$ cat src/rtl/fifo_zero_wr_arb_pkg.sv
// Shared constants and helpers for the zero-width FIFO write-side scheduler.
package fifo_zero_wr_arb_pkg;

  localparam int unsigned NREQ_DEF     = 4;
  localparam int unsigned CNTWIDTH_DEF = 4;
  localparam int unsigned NREQ_MAX     = 16;

  // Index width for a set of n items; never less than one bit.
  function automatic int unsigned clog2(input int unsigned n);
    int unsigned r;
    r = 0;
    while ((32'd1 << r) < n) r = r + 1;
    if (r == 0) r = 1;
    return r;
  endfunction

  function automatic logic [NREQ_MAX-1:0] onehot(input int unsigned idx);
    return NREQ_MAX'(1) << idx;
  endfunction

endpackage

$ cat src/rtl/fifo_zero_wr_arb_if.sv
// Requester/FIFO-side signal bundle for the scheduler; slave is the scheduler view.
interface fifo_zero_wr_arb_if
  import fifo_zero_wr_arb_pkg::*;
#(
  parameter int unsigned NREQ = NREQ_DEF,
  parameter int unsigned IW   = clog2(NREQ)
);
  logic [NREQ-1:0] req;
  logic [NREQ-1:0] busy;
  logic            we;
  logic [NREQ-1:0] grant;
  logic            full;
  logic            err;
  logic [IW-1:0]   err_id;

  modport master (output req, full, input busy, we, grant, err, err_id);
  modport slave  (input req, full, output busy, we, grant, err, err_id);
endinterface

$ cat src/rtl/fifo_zero_wr_arb_rr_pick.sv
// Combinational round-robin picker: first eligible index starting at ptr, wrapping.
module fifo_zero_wr_arb_rr_pick #(
  parameter int unsigned N  = 4,
  parameter int unsigned IW = 2
) (
  input  logic [N-1:0]  elig_i,
  input  logic [IW-1:0] ptr_i,
  output logic          valid_c_o,
  output logic [IW-1:0] pick_c_o
);

  // Scan from the farthest offset back to ptr so the closest eligible index wins.
  always_comb begin
    int unsigned idx;
    valid_c_o = 1'b0;
    pick_c_o  = '0;
    idx       = 0;
    for (int k = N - 1; k >= 0; k--) begin
      idx = (32'(ptr_i) + 32'(k)) % N;
      if (elig_i[idx]) begin
        valid_c_o = 1'b1;
        pick_c_o  = IW'(idx);
      end
    end
  end

endmodule

$ cat src/rtl/fifo_zero_wr_arb.sv
// Round-robin write scheduler for a zero-width async FIFO: per-requester pending
// counters, one write strobe per cycle, full-flag throttling and sticky drop error.
module fifo_zero_wr_arb
  import fifo_zero_wr_arb_pkg::*;
#(
  parameter int unsigned NREQ     = NREQ_DEF,
  parameter int unsigned CNTWIDTH = CNTWIDTH_DEF
) (
  input logic               clk,
  input logic               reset_l,
  fifo_zero_wr_arb_if.slave wr_if
);

  localparam int unsigned IW = clog2(NREQ);
  localparam logic [CNTWIDTH-1:0] CNT_MAX = '1;

  logic [CNTWIDTH-1:0] pend_q [NREQ];
  logic [CNTWIDTH-1:0] pend_d [NREQ];
  logic [IW-1:0]       ptr_q, ptr_d;
  logic                we_q, we_d;
  logic [NREQ-1:0]     grant_q, grant_d;
  logic [NREQ-1:0]     busy_q, busy_d;
  logic                err_q, err_d;
  logic [IW-1:0]       err_id_q, err_id_d;

  logic [NREQ-1:0]     elig_c, dec_c, drop_c;
  logic                valid_c;
  logic [IW-1:0]       pick_c;

  always_comb begin
    for (int i = 0; i < NREQ; i++) elig_c[i] = (pend_q[i] != '0);
  end

  fifo_zero_wr_arb_rr_pick #(.N(NREQ), .IW(IW)) u_pick (
    .elig_i    (elig_c),
    .ptr_i     (ptr_q),
    .valid_c_o (valid_c),
    .pick_c_o  (pick_c)
  );

  // Decision, counter update and first-drop capture.
  always_comb begin
    dec_c    = '0;
    drop_c   = '0;
    we_d     = 1'b0;
    grant_d  = '0;
    ptr_d    = ptr_q;
    err_d    = err_q;
    err_id_d = err_id_q;

    if (valid_c && !wr_if.full) begin
      dec_c   = NREQ'(onehot(32'(pick_c)));
      we_d    = 1'b1;
      grant_d = dec_c;
      ptr_d   = (pick_c == IW'(NREQ - 1)) ? '0 : pick_c + IW'(1);
    end

    for (int i = 0; i < NREQ; i++) begin
      pend_d[i] = pend_q[i];
      if (wr_if.req[i] && !dec_c[i]) begin
        if (pend_q[i] == CNT_MAX) drop_c[i] = 1'b1;
        else                      pend_d[i] = pend_q[i] + CNTWIDTH'(1);
      end else if (dec_c[i] && !wr_if.req[i]) begin
        pend_d[i] = pend_q[i] - CNTWIDTH'(1);
      end
      busy_d[i] = (pend_d[i] == CNT_MAX);
    end

    if (drop_c != '0) err_d = 1'b1;
    // Descending scan leaves the lowest simultaneous drop index.
    if (!err_q) begin
      for (int i = NREQ - 1; i >= 0; i--) begin
        if (drop_c[i]) err_id_d = IW'(i);
      end
    end
  end

  always_ff @(posedge clk or negedge reset_l) begin
    if (!reset_l) begin
      for (int i = 0; i < NREQ; i++) pend_q[i] <= '0;
      ptr_q    <= '0;
      we_q     <= 1'b0;
      grant_q  <= '0;
      busy_q   <= '0;
      err_q    <= 1'b0;
      err_id_q <= '0;
    end else begin
      for (int i = 0; i < NREQ; i++) pend_q[i] <= pend_d[i];
      ptr_q    <= ptr_d;
      we_q     <= we_d;
      grant_q  <= grant_d;
      busy_q   <= busy_d;
      err_q    <= err_d;
      err_id_q <= err_id_d;
    end
  end

  assign wr_if.we     = we_q;
  assign wr_if.grant  = grant_q;
  assign wr_if.busy   = busy_q;
  assign wr_if.err    = err_q;
  assign wr_if.err_id = err_id_q;

endmodule

$ cat src/flat_wrapper.sv
// flat-port wrapper written by rule: the top's interface ports become plain ports
module fifo_zero_wr_arb_flat import fifo_zero_wr_arb_pkg::*;
#(
  parameter int unsigned NREQ     = NREQ_DEF,
  parameter int unsigned CNTWIDTH = CNTWIDTH_DEF
)
  (clk, reset_l, wr_if_req, wr_if_full, wr_if_busy, wr_if_we, wr_if_grant, wr_if_err, wr_if_err_id);
  fifo_zero_wr_arb_if #(.NREQ(NREQ), .IW(2)) wr_if_i ();
  input logic clk;
  input logic reset_l;
  input wire logic [$bits(wr_if_i.req)-1:0] wr_if_req;
  input wire logic [$bits(wr_if_i.full)-1:0] wr_if_full;
  output wire logic [$bits(wr_if_i.busy)-1:0] wr_if_busy;
  output wire logic [$bits(wr_if_i.we)-1:0] wr_if_we;
  output wire logic [$bits(wr_if_i.grant)-1:0] wr_if_grant;
  output wire logic [$bits(wr_if_i.err)-1:0] wr_if_err;
  output wire logic [$bits(wr_if_i.err_id)-1:0] wr_if_err_id;
  assign wr_if_i.req = wr_if_req;
  assign wr_if_i.full = wr_if_full;
  assign wr_if_busy = wr_if_i.busy;
  assign wr_if_we = wr_if_i.we;
  assign wr_if_grant = wr_if_i.grant;
  assign wr_if_err = wr_if_i.err;
  assign wr_if_err_id = wr_if_i.err_id;
  fifo_zero_wr_arb #(.NREQ(NREQ), .CNTWIDTH(CNTWIDTH)) u_core (.clk(clk), .reset_l(reset_l), .wr_if(wr_if_i));
endmodule
$ cat config.mk
export PLATFORM = sky130hd
export DESIGN_NAME = fifo_zero_wr_arb_flat
export DESIGN_NICKNAME = d
export VERILOG_FILES = /design/src/rtl/fifo_zero_wr_arb_pkg.sv /design/src/rtl/fifo_zero_wr_arb_if.sv /design/src/rtl/fifo_zero_wr_arb_rr_pick.sv /design/src/rtl/fifo_zero_wr_arb.sv /design/src/flat_wrapper.sv
export SDC_FILE = /design/constraint.sdc
export NUM_CORES = 1
export LEC_CHECK = 0
export ABC_AREA = 1
export ABC_CLOCK_PERIOD_IN_PS = 3400
export CAP_MARGIN = 20
export CORE_MARGIN = 8
export CORE_UTILIZATION = 55
export CTS_BUF_LIST = sky130_fd_sc_hd__clkbuf_4 sky130_fd_sc_hd__clkbuf_8
export CTS_CLUSTER_SIZE = 30
export DETAILED_ROUTE_END_ITERATION = 12
export GPL_ROUTABILITY_DRIVEN = 0
export PLACE_DENSITY = 0.76
export SLEW_MARGIN = 20
export SYNTH_ARGS = -nofsm -noshare
export SYNTH_HDL_FRONTEND = slang
export SYNTH_SLANG_ARGS = --single-unit
$ cat constraint.sdc
create_clock -name clk -period 3.4 [get_ports clk]
set_input_delay 0.34 -clock clk [delete_from_list [all_inputs] [get_ports clk]]
set_output_delay 0.34 -clock clk [all_outputs]
set_load 0.005 [all_outputs]
==> summary.txt, run 1 <==
Cells and area
  • N_diodes: 0
  • Layout cells sized above 1: 22.06%
  • Final Instance Area: 0.002760 mm^2
  • Nets: 367
  • Layout area overhead: 13.19%

Timing
  • Peak Freq: 353.1 MHz
  • RSZ-0062 raised after global routing: false
  • Worst Hold Slack: 0.4441 ns
  • Tmin final: 2.832 ns
  • Fin. max-slew vios: 0
  • Slew @ Worst Pin: 0.3988 ns
  • # setup viols final: 0
  • Tcrit/Tclk final: 83.30%
  • Setup TNS: 0 ns
  • Fin. Hold Viols: 0
  • Worst setup margin: 0.5677 ns
  • Worst slew margin: 73.41%
  • Layout Skew: 0.005208 ns

Synth
  • Avg Inst Size Synth: 7.480 um^2
  • Ranking of synthesized cells by area: dfrtp_1 (31%), nand2_1 (12%), nand3_1 (7.8%), inv_1 (7.4%), ha_1 (6.2%)
  • Most frequent cell after synthesis: nand2_1
  • EDFF count, synth: 0
  • Yosys synthesis warning count: 0
  • Synth Area in Simple Gates: 45.36%
  • Cells after Synth: 326
  • Largest family of logic cells by synthesized area: simple AND/OR/NAND/NOR gates
  • Cell area after synthesis: 0.002439 mm^2
  • Most frequent cells after synthesis: nand2_1 (76), inv_1 (48), nand3_1 (38)
  • Primary FF master, synth: dfrtp_1
  • Ys async rst share: 100.0%
  • Post-synthesis xor/xnor area fraction: 1.796%
  • Number of library cell types mapped by synthesis: 29
  • Synthesized Nets: 345
  • FF+latch count, synth: 30
  • Area share of the largest cell type after synthesis: 30.79%
  • Post-synthesis compound-gate area fraction: 4.874%
  • Mux contribution to synthesized area: 0%
  • Sequential fraction of the synthesis area: 30.79%
  • Largest area contributor in the netlist: dfrtp_1
  • Synth Area in Adders: 6.157%

Clocking
  • Sink Count: 30
  • Post-CTS Resized: 0
  • CTS Root Cell: clkbuf_8
  • CTS buffer count: 5
  • Clock-pin slew on the worst setup and hold paths: 0.07 ns
  • CTS tree: done
  • Clk_lat worst skew: 0.28 ns
  • CTS max path bufs: 2
  • Post-CTS Setup Repair Bufs: 0
  • CTS Hold Bufs: 0
  • Htree depth: 2

GRT
  • First-pass GRT wire length: 8942 um
  • Initial antenna violation count: 0
  • Largest net degree at the start of global routing: 31
  • Total congestion overflow: 0
  • Gr usage total: 16.64%
  • Number of global-route vias before repair: 2051

Routing
  • Pre-antenna DRT Iters: 4
  • First-iteration detailed-routing DRC count: 173
  • Routed WL: 5052 um
  • Via count: 2067
  • Routed Antenna Nets: 0
  • Wire per inst: 12.60 um
  • DR vias/cell: 5.155
  • # DRC: 0

Worst setup path
  • CP bufs+invs: 4
  • CP top delay family: simple AND/OR/NAND/NOR gates
  • Reg2Reg Setup Slack: 0.57 ns
  • CP max stage delay: 0.39 ns
  • Slowest-stage cell, CP: dfrtp_1
  • Critical path class: reg2reg
  • CP Max Fanout: 5
  • Cells along the critical path: inv_1 > ha_1 > nand3_1 > nand2_1 > or2_2 > nand2_1 > inv_1 > nand2_1 > nand2_1 > a21oi_1 > inv_1 > ha_1 > nand3_4 > nand3_2 > nand2_1 > inv_2 > nand2_2 > nand2_2 > nand2_1 > nand2_1
  • Worst Path Arrival: 3.01 ns
  • CP required: 3.58 ns
  • Most used cell, CP: nand2_1
  • CP Launch Type: flop
  • CP Capture Type: flop

Placed design
  • Setup WS pre-CTS: 0.6229 ns
  • Dpl cell area: 0.002650 mm^2
  • Post-detail-place hpwl: 3868 um
  • IO buf count: 18

Die
  • I/O pins: 19
  • Num rows: 24
  • Die X: 82.59 um
  • Core area: 0.004324 mm^2
  • Starting density of the core: 56.39%
  • Full die area: 0.006820 mm^2
  • Die H: 82.59 um

Pwr
  • Leakage: 1.473 nW
  • Total Power: 2.564 mW
  • VDD IR max: 0.4805 mV
  • Pwr dens: 928.9 mW/mm^2

Status
  • Status: completed

Hold path
  • Hold Crit Class: in2async

Run
  • Maxcap violations: 0
worst paths after layout:
kind / start / to / depth (start not counted)
setup reg to reg: u_core.pend_q[12] / u_core.wr_if.err_id[1] / 20
setup / recovery: u_core.pend_q[12] / u_core.wr_if.err_id[1] / 20
hold / removal: reset_l / u_core.pend_q[3] / 2
hold reg to reg: u_core.wr_if.err_id[1] / u_core.wr_if.err_id[1] / 2
min in group clk: u_core.wr_if.err_id[1] / u_core.wr_if.err_id[1] / 2
max in group asynchronous: reset_l / u_core.pend_q[8] / 2
layout make-up:
| class | count | area (um^2) |
|---|---|---|
| Clock buffer | 8 | 110.1 |
| Timing Repair Buffer | 19 | 187.7 |
| Tap cell | 52 | 65.06 |
| Multi-Input combinational cell | 232 | 1419 |
| Inverter | 60 | 227.7 |
| Sequential cell | 30 | 750.7 |
| Fill cell | 410 | 1564 |
power by group:
group	total (mW)	internal [mW]	switching, mW
logic	1.59	0.591	0.995
registers	0.635	0.485	0.150
clock network	0.343	0.204	0.138
worst register-to-register path, stage by stage, from the launching register on:
cell	delay, ns
dfrtp_1	0.39
inv_1	0.10
ha_1	0.27
nand3_1	0.12
nand2_1	0.09
or2_2	0.29
nand2_1	0.06
inv_1	0.05
nand2_1	0.06
nand2_1	0.04
a21oi_1	0.23
inv_1	0.11
ha_1	0.29
nand3_4	0.17
nand3_2	0.10
nand2_1	0.11
inv_2	0.05
nand2_2	0.06
nand2_2	0.05
nand2_1	0.05
nand2_1	0.05
kinds of logic after synthesis:
| family | count (synthesis) |
|---|---|
| AND/OR/NAND/NOR | 195 |
| flip-flops | 30 |
| XOR/XNOR | 5 |
| buffers and inverters | 64 |
| AO/OA/AOI/OAI | 20 |
| adder cells (fa/ha/maj) | 12 |
state kept, by name (all words and copies together) (netlist names):
signal,count
u_core.wr_if.we,1
u_core.pend_q,16
u_core.wr_if.err_id,2
u_core.wr_if.busy,4
u_core.wr_if.err,1
u_core.wr_if.grant,4
u_core.ptr_q,2
routing by layer:
metal / track usage (%) / wire, um / vias to the layer above
met3: 3.788 / 182 / 6
li1: - / - / 1078
met5: 0 / 0 / -
met1: 21.17 / 2459 / 956
met4: 5.345 / 53 / 0
met2: 27.25 / 2357 / 27
cell usage in the layout (no fill, tap or decap):
cell type | netlist | routed
nand2_1 | 76 | 76
inv_1 | 48 | 48
nand3_1 | 38 | 38
dfrtp_1 | 30 | 30
nor2_1 | 20 | 20
nand2_2 | 18 | 18
clkdlybuf4s50_1 | 0 | 18
nand3_2 | 15 | 15
ha_1 | 12 | 12
inv_2 | 11 | 11
o21ai_0 | 11 | 11
clkbuf_8 | 0 | 8
xor2_1 | 5 | 5
a21oi_1 | 5 | 5
nand3_4 | 4 | 4
nand4_2 | 4 | 4
nor3_1 | 4 | 4
nand4_1 | 4 | 4
nor2_2 | 3 | 3
nor2_4 | 3 | 3
or2_2 | 2 | 2
nand2_4 | 2 | 2
o211ai_2 | 2 | 2
inv_4 | 1 | 1
a31o_2 | 1 | 1
nand2_8 | 1 | 1
nor2_8 | 1 | 1
o21ai_1 | 1 | 1
buf_4 | 2 | 1
stage by stage:
| step | instances | utilization (%) |
|---|---|---|
| 6_report | 401 | 63.83 |
| 5_1_grt | 401 | 63.83 |
| 4_1_cts | 401 | 63.83 |
| 3_5_place_dp | 393 | 61.28 |
| 3_3_place_gp | 393 | 61.28 |
| 2_1_floorplan | 326 | - |
Note: power is estimated with default switching activity, not from simulation.
==> run 2: changes to the inputs <==
--- a/config.mk
+++ b/config.mk
@@ -6,7 +6,7 @@
 export NUM_CORES = 1
 export LEC_CHECK = 0
 export ABC_AREA = 1
-export ABC_CLOCK_PERIOD_IN_PS = 3400
+export ABC_CLOCK_PERIOD_IN_PS = 2300
 export CAP_MARGIN = 20
 export CORE_MARGIN = 8
 export CORE_UTILIZATION = 55
@@ -14,7 +14,7 @@
 export CTS_CLUSTER_SIZE = 30
 export DETAILED_ROUTE_END_ITERATION = 12
 export GPL_ROUTABILITY_DRIVEN = 0
-export PLACE_DENSITY = 0.76
+export PLACE_DENSITY = 0.79
 export SLEW_MARGIN = 20
 export SYNTH_ARGS = -nofsm -noshare
 export SYNTH_HDL_FRONTEND = slang
==> constraint.sdc (replaced) <==
create_clock -name clk -period 2.3 [get_ports clk]
set_input_delay 0.23 -clock clk [delete_from_list [all_inputs] [get_ports clk]]
set_output_delay 0.23 -clock clk [all_outputs]
set_load 0.005 [all_outputs]
==> summary.txt, run 2 (synthesis results as in run 1) <==
Routing
  • DR vias/cell: 5.323 (+3.3%)
  • Routed Antenna Nets: 0 (unchanged)
  • Routed WL: 6448 um (+28%)
  • First-iteration detailed-routing DRC count: 123 (-29%)
  • Pre-antenna DRT Iters: 4 (unchanged)
  • Via count: 2390 (+16%)
  • Wire per inst: 14.36 um (+14%)
  • # DRC: 0 (unchanged)

Cells and area
  • Layout area overhead: 39.15%
  • N_diodes: 0 (unchanged)
  • Most frequent cells in the layout: nand2_1 (64), buf_4 (46), inv_1 (37)
  • Commonest non-fill, non-tap cell in the layout: nand2_1
  • Max FFs per register: 16 (unchanged)
  • Nets: 416 (+13%)
  • Layout cells sized above 1: 43.07% (+21 points)
  • Largest register by flop count: u_core.pend_q

Worst setup path
  • Reg2Reg Setup Slack: -0.16 ns (-0.73 ns)
  • Logic depth of the worst register-to-register path: 21 (+5.0%)
  • Setup crit end: u_core.wr_if.err_id[1]
  • Instance count on the critical path: 21 (+5.0%)
  • Cells along the critical path: inv_2 > ha_4 > nand3_2 > nand2_2 > or2_4 > nand2_2 > inv_2 > nand2_2 > nand2_1 > nand2_1 > nand2_2 > buf_6 > ha_4 > nand3_4 > nand3_4 > nand2_2 > inv_2 > nand2_2 > nand2_2 > nand2_1 > nand2_1
  • Worst R2R End: u_core.wr_if.err_id[1]
  • CP required: 2.48 ns (-1.10 ns)
  • Most used cell, CP: nand2_2
  • CP Max Fanout: 5 (unchanged)
  • CP Capture Type: flop
  • CP Launch Type: flop
  • Worst Path Arrival: 2.65 ns (-0.36 ns)
  • CP top delay family: simple AND/OR/NAND/NOR gates
  • Reg-to-Reg Start: u_core.pend_q[8]
  • Critical path class: reg2reg
  • Slowest-stage cell, CP: dfrtp_1
  • CP max stage delay: 0.37 ns (-0.02 ns)
  • Crit path from: u_core.pend_q[8]
  • CP bufs+invs: 4 (unchanged)

Die
  • Full die area: 0.006820 mm^2 (unchanged)
  • Core area: 0.004324 mm^2 (unchanged)
  • Die H: 82.59 um (unchanged)
  • Num rows: 24 (unchanged)
  • Die X: 82.59 um (unchanged)
  • Starting density of the core: 56.39% (unchanged)
  • I/O pins: 19 (unchanged)

Timing
  • Peak Freq: 406.0 MHz (+15%)
  • Worst setup margin: -0.1633 ns (-0.7310 ns)
  • Tcrit/Tclk final: 107.1% (+24 points)
  • Tmin final: 2.463 ns (-0.3690 ns)
  • RSZ-0062 raised after global routing: true
  • Fin. Hold Viols: 0 (unchanged)
  • # setup viols final: 8 (+8)
  • Layout Skew: 0.006216 ns (+0.001008 ns)
  • Slew @ Worst Pin: 0.4052 ns (+0.006360 ns)
  • Worst slew margin: 72.99% (-0.42 points)
  • Fin. max-slew vios: 0 (unchanged)

GRT
  • First-pass GRT wire length: 9618 um (+7.6%)
  • Largest net degree at the start of global routing: 31 (unchanged)
  • Gr usage total: 18.27% (+1.6 points)
  • Initial antenna violation count: 0 (unchanged)
  • Total congestion overflow: 0 (unchanged)
  • Number of global-route vias before repair: 2165 (+5.6%)

Pwr
  • Total Power: 5.392 mW (+110%)
  • Leakage: 1.720 nW (+17%)
  • Pwr dens: 1589 mW/mm^2 (+71%)
  • VDD IR max: 0.9205 mV (+92%)

Run
  • Maxcap violations: 0 (unchanged)

Placed design
  • Post-detail-place hpwl: 4235 um (+9.5%)
  • IO buf count: 18 (unchanged)
  • Setup WS pre-CTS: -0.1666 ns (-0.7895 ns)

Clocking
  • Htree depth: 2 (unchanged)
  • CTS buffer count: 5 (unchanged)
  • CTS Hold Bufs: 0 (unchanged)
  • Clock-pin slew on the worst setup and hold paths: 0.07 ns (about the same)
  • Sink Count: 30 (unchanged)
  • Clk_lat worst skew: 0.29 ns (about the same)
  • CTS Root Cell: clkbuf_8
  • CTS tree: done
  • CTS max path bufs: 2 (unchanged)

Status
  • Status: finished, violations left
  • Failing checks: setup timing

Hold path
  • Hold Crit Class: in2async
==> run 2: cell count changes in the layout (fill, tap and decap cells not counted), sizes merged <==
cell / previous run / this run
clkbuf: 8 / 7
buf: 1 / 50
==> run 2: timing repair <==
action / in CTS / in global routing
pin swaps: 9 / 15
setup buffers: 3 / 7
setup endpoints to repair: 18 / 23
resized for setup: 20 / 35
==> run 2: worst min-delay path by stage <==
stage	slack [ns]	cells past startpoint	end
finish	0.34	2	u_core.wr_if.busy[0]
CTS	0.35	2	u_core.wr_if.busy[0]
floorplan	-0.07	0	u_core.pend_q[0]
detailed placement	0.48	2	u_core.wr_if.err_id[1]
global route	0.39	2	u_core.pend_q[15]
global placement	0.47	2	u_core.wr_if.err_id[1]
==> run 2: through the flow <==
| step | utilization (%) | setup TNS (ns) | instance area [um^2] | std cells | hold slack (ns) |
|---|---|---|---|---|---|
| after floorplan | - | 0 | 2520 | 326 | -0.06559 |
| after detailed placement | 69.94 | -0.8699 | 3024 | 432 | 0.4822 |
| after global placement | 69.94 | -0.5085 | 3024 | 432 | 0.4688 |
| after global routing | 78.47 | -3.003 | 3393 | 449 | 0.3860 |
| after CTS | 74.25 | -0.01018 | 3211 | 442 | 0.3504 |
| final | 78.47 | -0.7169 | 3393 | 449 | 0.3431 |
==> run 2: cell type report <==
cell class,instances,area (um^2)
clock buffers,7,83.83
fillers,283,930.9
inverters,60,230.2
multi-input cells,232,1690
flip-flops and latches,30,753.2
well taps,52,65.06
repair buffers,68,570.5
==> run 2: routing by layer <==
metal,up-vias,wire (um),track usage [%]
met5,-,0,0
li1,1177,-,-
met3,14,257,3.247
met2,62,3389,32.03
met4,0,146,7.414
met1,1137,2656,21.48
==> run 2: worst register-to-register path, delay by kind of cell (launching register included) <==
| family | cells | cell delay [ns] |
|---|---|---|
| adder cells (fa/ha/maj) | 2 | 0.35 |
| buffers and inverters | 4 | 0.31 |
| AND/OR/NAND/NOR | 15 | 1.33 |
| flip-flops | 1 | 0.37 |
==> run 2: where the power goes <==
group / switching [mW] / internal (mW)
clock: 0.200 / 0.232
sequential: 0.167 / 0.721
combinational: 2.20 / 1.87
==> run 3: changes to the inputs <==
--- a/config.mk
+++ b/config.mk
@@ -9,13 +9,14 @@
 export ABC_CLOCK_PERIOD_IN_PS = 2300
 export CAP_MARGIN = 20
 export CORE_MARGIN = 8
-export CORE_UTILIZATION = 55
+export CORE_UTILIZATION = 54
 export CTS_BUF_LIST = sky130_fd_sc_hd__clkbuf_4 sky130_fd_sc_hd__clkbuf_8
 export CTS_CLUSTER_SIZE = 30
 export DETAILED_ROUTE_END_ITERATION = 12
 export GPL_ROUTABILITY_DRIVEN = 0
-export PLACE_DENSITY = 0.79
+export PLACE_DENSITY = 0.78
 export SLEW_MARGIN = 20
 export SYNTH_ARGS = -nofsm -noshare
 export SYNTH_HDL_FRONTEND = slang
+export SYNTH_HIERARCHICAL = 1
 export SYNTH_SLANG_ARGS = --single-unit
==> summary.txt, run 3 <==
Synth
  • Cell area after synthesis: 0.002136 mm^2 (-12%)
  • Number of library cell types mapped by synthesis: 27 (-6.9%)
  • Avg Inst Size Synth: 6.802 um^2 (-9.1%)
  • EDFF count, synth: 0 (unchanged)
  • Most frequent cell after synthesis: nand2_1
  • Most frequent cells after synthesis: nand2_1 (111), nand3_1 (56), inv_1 (46)
  • Sequential fraction of the synthesis area: 35.15% (+4.4 points)
  • Primary FF master, synth: dfrtp_1
  • Yosys synthesis warning count: 6 (+6)
  • Ys async rst share: 100.0% (unchanged)
  • Ranking of synthesized cells by area: dfrtp_1 (35%), nand2_1 (20%), nand3_1 (13%), ha_1 (9.4%), inv_1 (8.1%)
  • Largest area contributor in the netlist: dfrtp_1
  • Synthesized Nets: 337 (-2.3%)
  • Area share of the largest cell type after synthesis: 35.15% (+4.4 points)
  • Cells after Synth: 314 (-3.7%)
  • FF+latch count, synth: 30 (unchanged)

Timing
  • Tmin final: 2.485 ns (+0.02174 ns)
  • RSZ-0062 raised after global routing: true
  • Peak Freq: 402.4 MHz (-0.88%)
  • # setup viols final: 15 (+7)
  • Setup TNS: -1.466 ns (-0.7491 ns)
  • Worst Hold Slack: 0.3408 ns (-0.002292 ns)
  • Worst setup margin: -0.1850 ns (-0.02174 ns)
  • Layout Skew: 0.006414 ns (+0.0001981 ns)
  • Slew @ Worst Pin: 0.4185 ns (+0.01329 ns)
  • Tcrit/Tclk final: 108.0% (+0.95 points)
  • Fin. max-slew vios: 0 (unchanged)
  • Fin. Hold Viols: 0 (unchanged)
  • Worst slew margin: 72.07% (-0.92 points)

Hold path
  • Hold Crit Class: in2async

Worst setup path
  • CP Capture Type: flop
  • Crit path from: u_core/pend_q[12]
  • CP required: 2.52 ns (+0.04 ns)
  • Critical path class: reg2reg
  • Worst Path Arrival: 2.71 ns (+0.06 ns)
  • CP Max Fanout: 6 (+1)
  • CP max stage delay: 0.35 ns (-0.02 ns)
  • Slowest-stage cell, CP: dfrtp_1
  • CP Launch Type: flop
  • Reg-to-Reg Start: u_core/pend_q[12]
  • Cells along the critical path: inv_1 > ha_1 > nand2_2 > inv_2 > nand2_4 > nand3_4 > nand2_2 > nand3_4 > nand2_4 > nand2_4 > nand2_8 > ha_4 > nand3_4 > buf_4 > a21oi_1 > nand2_1 > nand3_1 > nand2_1 > nor2_1
  • Reg2Reg Setup Slack: -0.19 ns (-0.02 ns)

Cells and area
  • Sequential cell area: 752.0 um^2 (-0.17%)
  • Fillers: 226 (-20%)
  • Final Util: 82.45% (+4.0 points)
  • Layout area overhead: 51.08%
  • Commonest non-fill, non-tap cell in the layout: nand2_1
  • Max FFs per register: 16 (unchanged)
  • Nets: 404 (-2.9%)
  • Most frequent cells in the layout: nand2_1 (87), buf_4 (46), nand3_1 (36)
  • Largest register by flop count: u_core/pend_q
  • N_diodes: 0 (unchanged)
  • Multi-input logic area: 0.001604 mm^2 (-5.1%)
  • Final Instance Area: 0.003227 mm^2 (-4.9%)
  • Layout cells sized above 1: 37.17% (-5.9 points)

Pwr
  • NetSw: 2.338 mW (-9.1%)
  • Pwr dens: 1500 mW/mm^2 (-5.6%)
  • Int Pwr: 2.504 mW (-11%)
  • Sw Share: 48.29% (+0.60 points)
  • Combinational power share: 72.1% (-3.4 points)
  • Seq pwr share: 18.5% (+2.0 points)
  • Clock group share of total power: 9.4% (+1.4 points)
  • Leakage: 1.696 nW (-1.4%)
  • Total Power: 4.842 mW (-10%)
  • VDD IR max: 0.8338 mV (-9.4%)

Die
  • Core area: 0.003914 mm^2 (-9.5%)
  • Num rows: 23 (-4.2%)
  • Die X: 78.89 um (-4.5%)
  • I/O pins: 19 (unchanged)
  • Full die area: 0.006224 mm^2 (-8.7%)
  • Die H: 78.89 um (-4.5%)
  • Starting density of the core: 54.57% (-1.8 points)

Clocking
  • CTS buffer count: 5 (unchanged)
  • CTS Root Cell: clkbuf_8
  • CTS tree: done
  • Sink Count: 30 (unchanged)
  • Clk_lat worst skew: 0.29 ns (about the same)
  • CTS Hold Bufs: 0 (unchanged)
  • Clock-pin slew on the worst setup and hold paths: 0.07 ns (about the same)
  • Htree depth: 2 (unchanged)
  • CTS max path bufs: 2 (unchanged)

Routing
  • Pre-antenna DRT Iters: 5 (+1)
  • DR vias/cell: 5.701 (+7.1%)
  • # DRC: 0 (unchanged)
  • First-iteration detailed-routing DRC count: 280 (+130%)
  • Wire per inst: 17.10 um (+19%)
  • Routed WL: 7387 um (+15%)
  • Via count: 2463 (+3.1%)
  • Routed Antenna Nets: 0 (unchanged)

Run
  • Maxcap violations: 0 (unchanged)

GRT
  • First-pass GRT wire length: 9632 um (+0.15%)
  • Gr usage total: 19.03% (+0.76 points)
  • Number of global-route vias before repair: 2188 (+1.1%)
  • Initial antenna violation count: 0 (unchanged)
  • Total congestion overflow: 0 (unchanged)
  • Largest net degree at the start of global routing: 31 (unchanged)

Status
  • Status: finished, violations left
  • Failing checks: setup timing

Placed design
  • Dpl cell area: 0.002631 mm^2 (-13%)
  • Post-detail-place hpwl: 3760 um (-11%)
  • IO buf count: 18 (unchanged)
[run 3: cell types whose count changed in the layout (fill, tap and decap cells not counted), sizes merged, moves of 4 or more]
cell   previous run  this run
o21ai            12         4
nand4             8         1
ha               12        16
nand2            97       114
nor2             27        19
inv              60        48
buf              50        46
and2              0         5
[run 3: logic make-up after synthesis]
family,synth area share [%]
and+or+nand+nor,40.48
buffers and inverters,9.666
DFF,35.15
adders and majority gates,9.373
AOI/OAI and AO/OA,3.691
xor gates and xnor gates,1.640
[run 3: repair_timing]
action | in CTS | in global routing
setup buffers | 1 | 8
setup endpoints to repair | 19 | 25
resized for setup | 31 | 82
pin swaps | 1 | 25
[run 3: through the flow]
step | std cells | setup slack, ns
2_1_floorplan | 314 | 0.009045
3_3_place_gp | 415 | -0.1584
3_5_place_dp | 415 | -0.2272
4_1_cts | 424 | -0.02207
5_1_grt | 432 | -0.2929
6_report | 432 | -0.1850
[run 3: worst paths after layout]
check / depth (start not counted) / endpoint
setup / recovery: 19 / u_core/wr_if.busy[1]
hold / removal: 2 / u_core/wr_if.err_id[1]
setup reg to reg: 19 / u_core/wr_if.busy[1]
hold reg to reg: 2 / u_core/wr_if.err_id[1]
max in group asynchronous: 2 / u_core/ptr_q[1]
min in group clk: 2 / u_core/wr_if.err_id[1]
[run 3: layout make-up]
| cell class | instances | area share (%) |
|---|---|---|
| flip-flops and latches | 30 | 23.30 |
| repair buffers | 64 | 16.29 |
| clock inverters | 2 | 0.3877 |
| clock buffers | 6 | 2.559 |
| inverters | 48 | 5.816 |
| multi-input cells | 232 | 49.71 |
| well taps | 50 | 1.939 |
[run 3: metal layers]
layer / global-route usage [%] / vias up / wire, um
met5: 0 / - / 0
met4: 7.963 / 0 / 362
met3: 3.386 / 38 / 557
met2: 34.47 / 149 / 3630
met1: 21.42 / 1157 / 2837
li1: - / 1119 / -
[run 3: power groups by stage]
| stage | combinational (mW) | sequential [mW] | clock [mW] |
|---|---|---|---|
| 6_report | 3.49 | 0.894 | 0.455 |
| 2_1_floorplan | 1.39 | 0.902 | 0 |
| 3_5_place_dp | 2.31 | 0.862 | 0 |
| 3_3_place_gp | 2.25 | 0.855 | 0 |
| 5_1_grt | 3.74 | 0.910 | 0.485 |
| 4_1_cts | 2.50 | 0.858 | 0.456 |
[run 3: critical path: cells and delay by family, from the launching register on]
kind	cells	cell delay, ns
AND/OR/NAND/NOR	13	1.25
AO/OA/AOI/OAI	1	0.14
flip-flops	1	0.35
buffers and inverters	3	0.33
adder cells (fa/ha/maj)	2	0.36
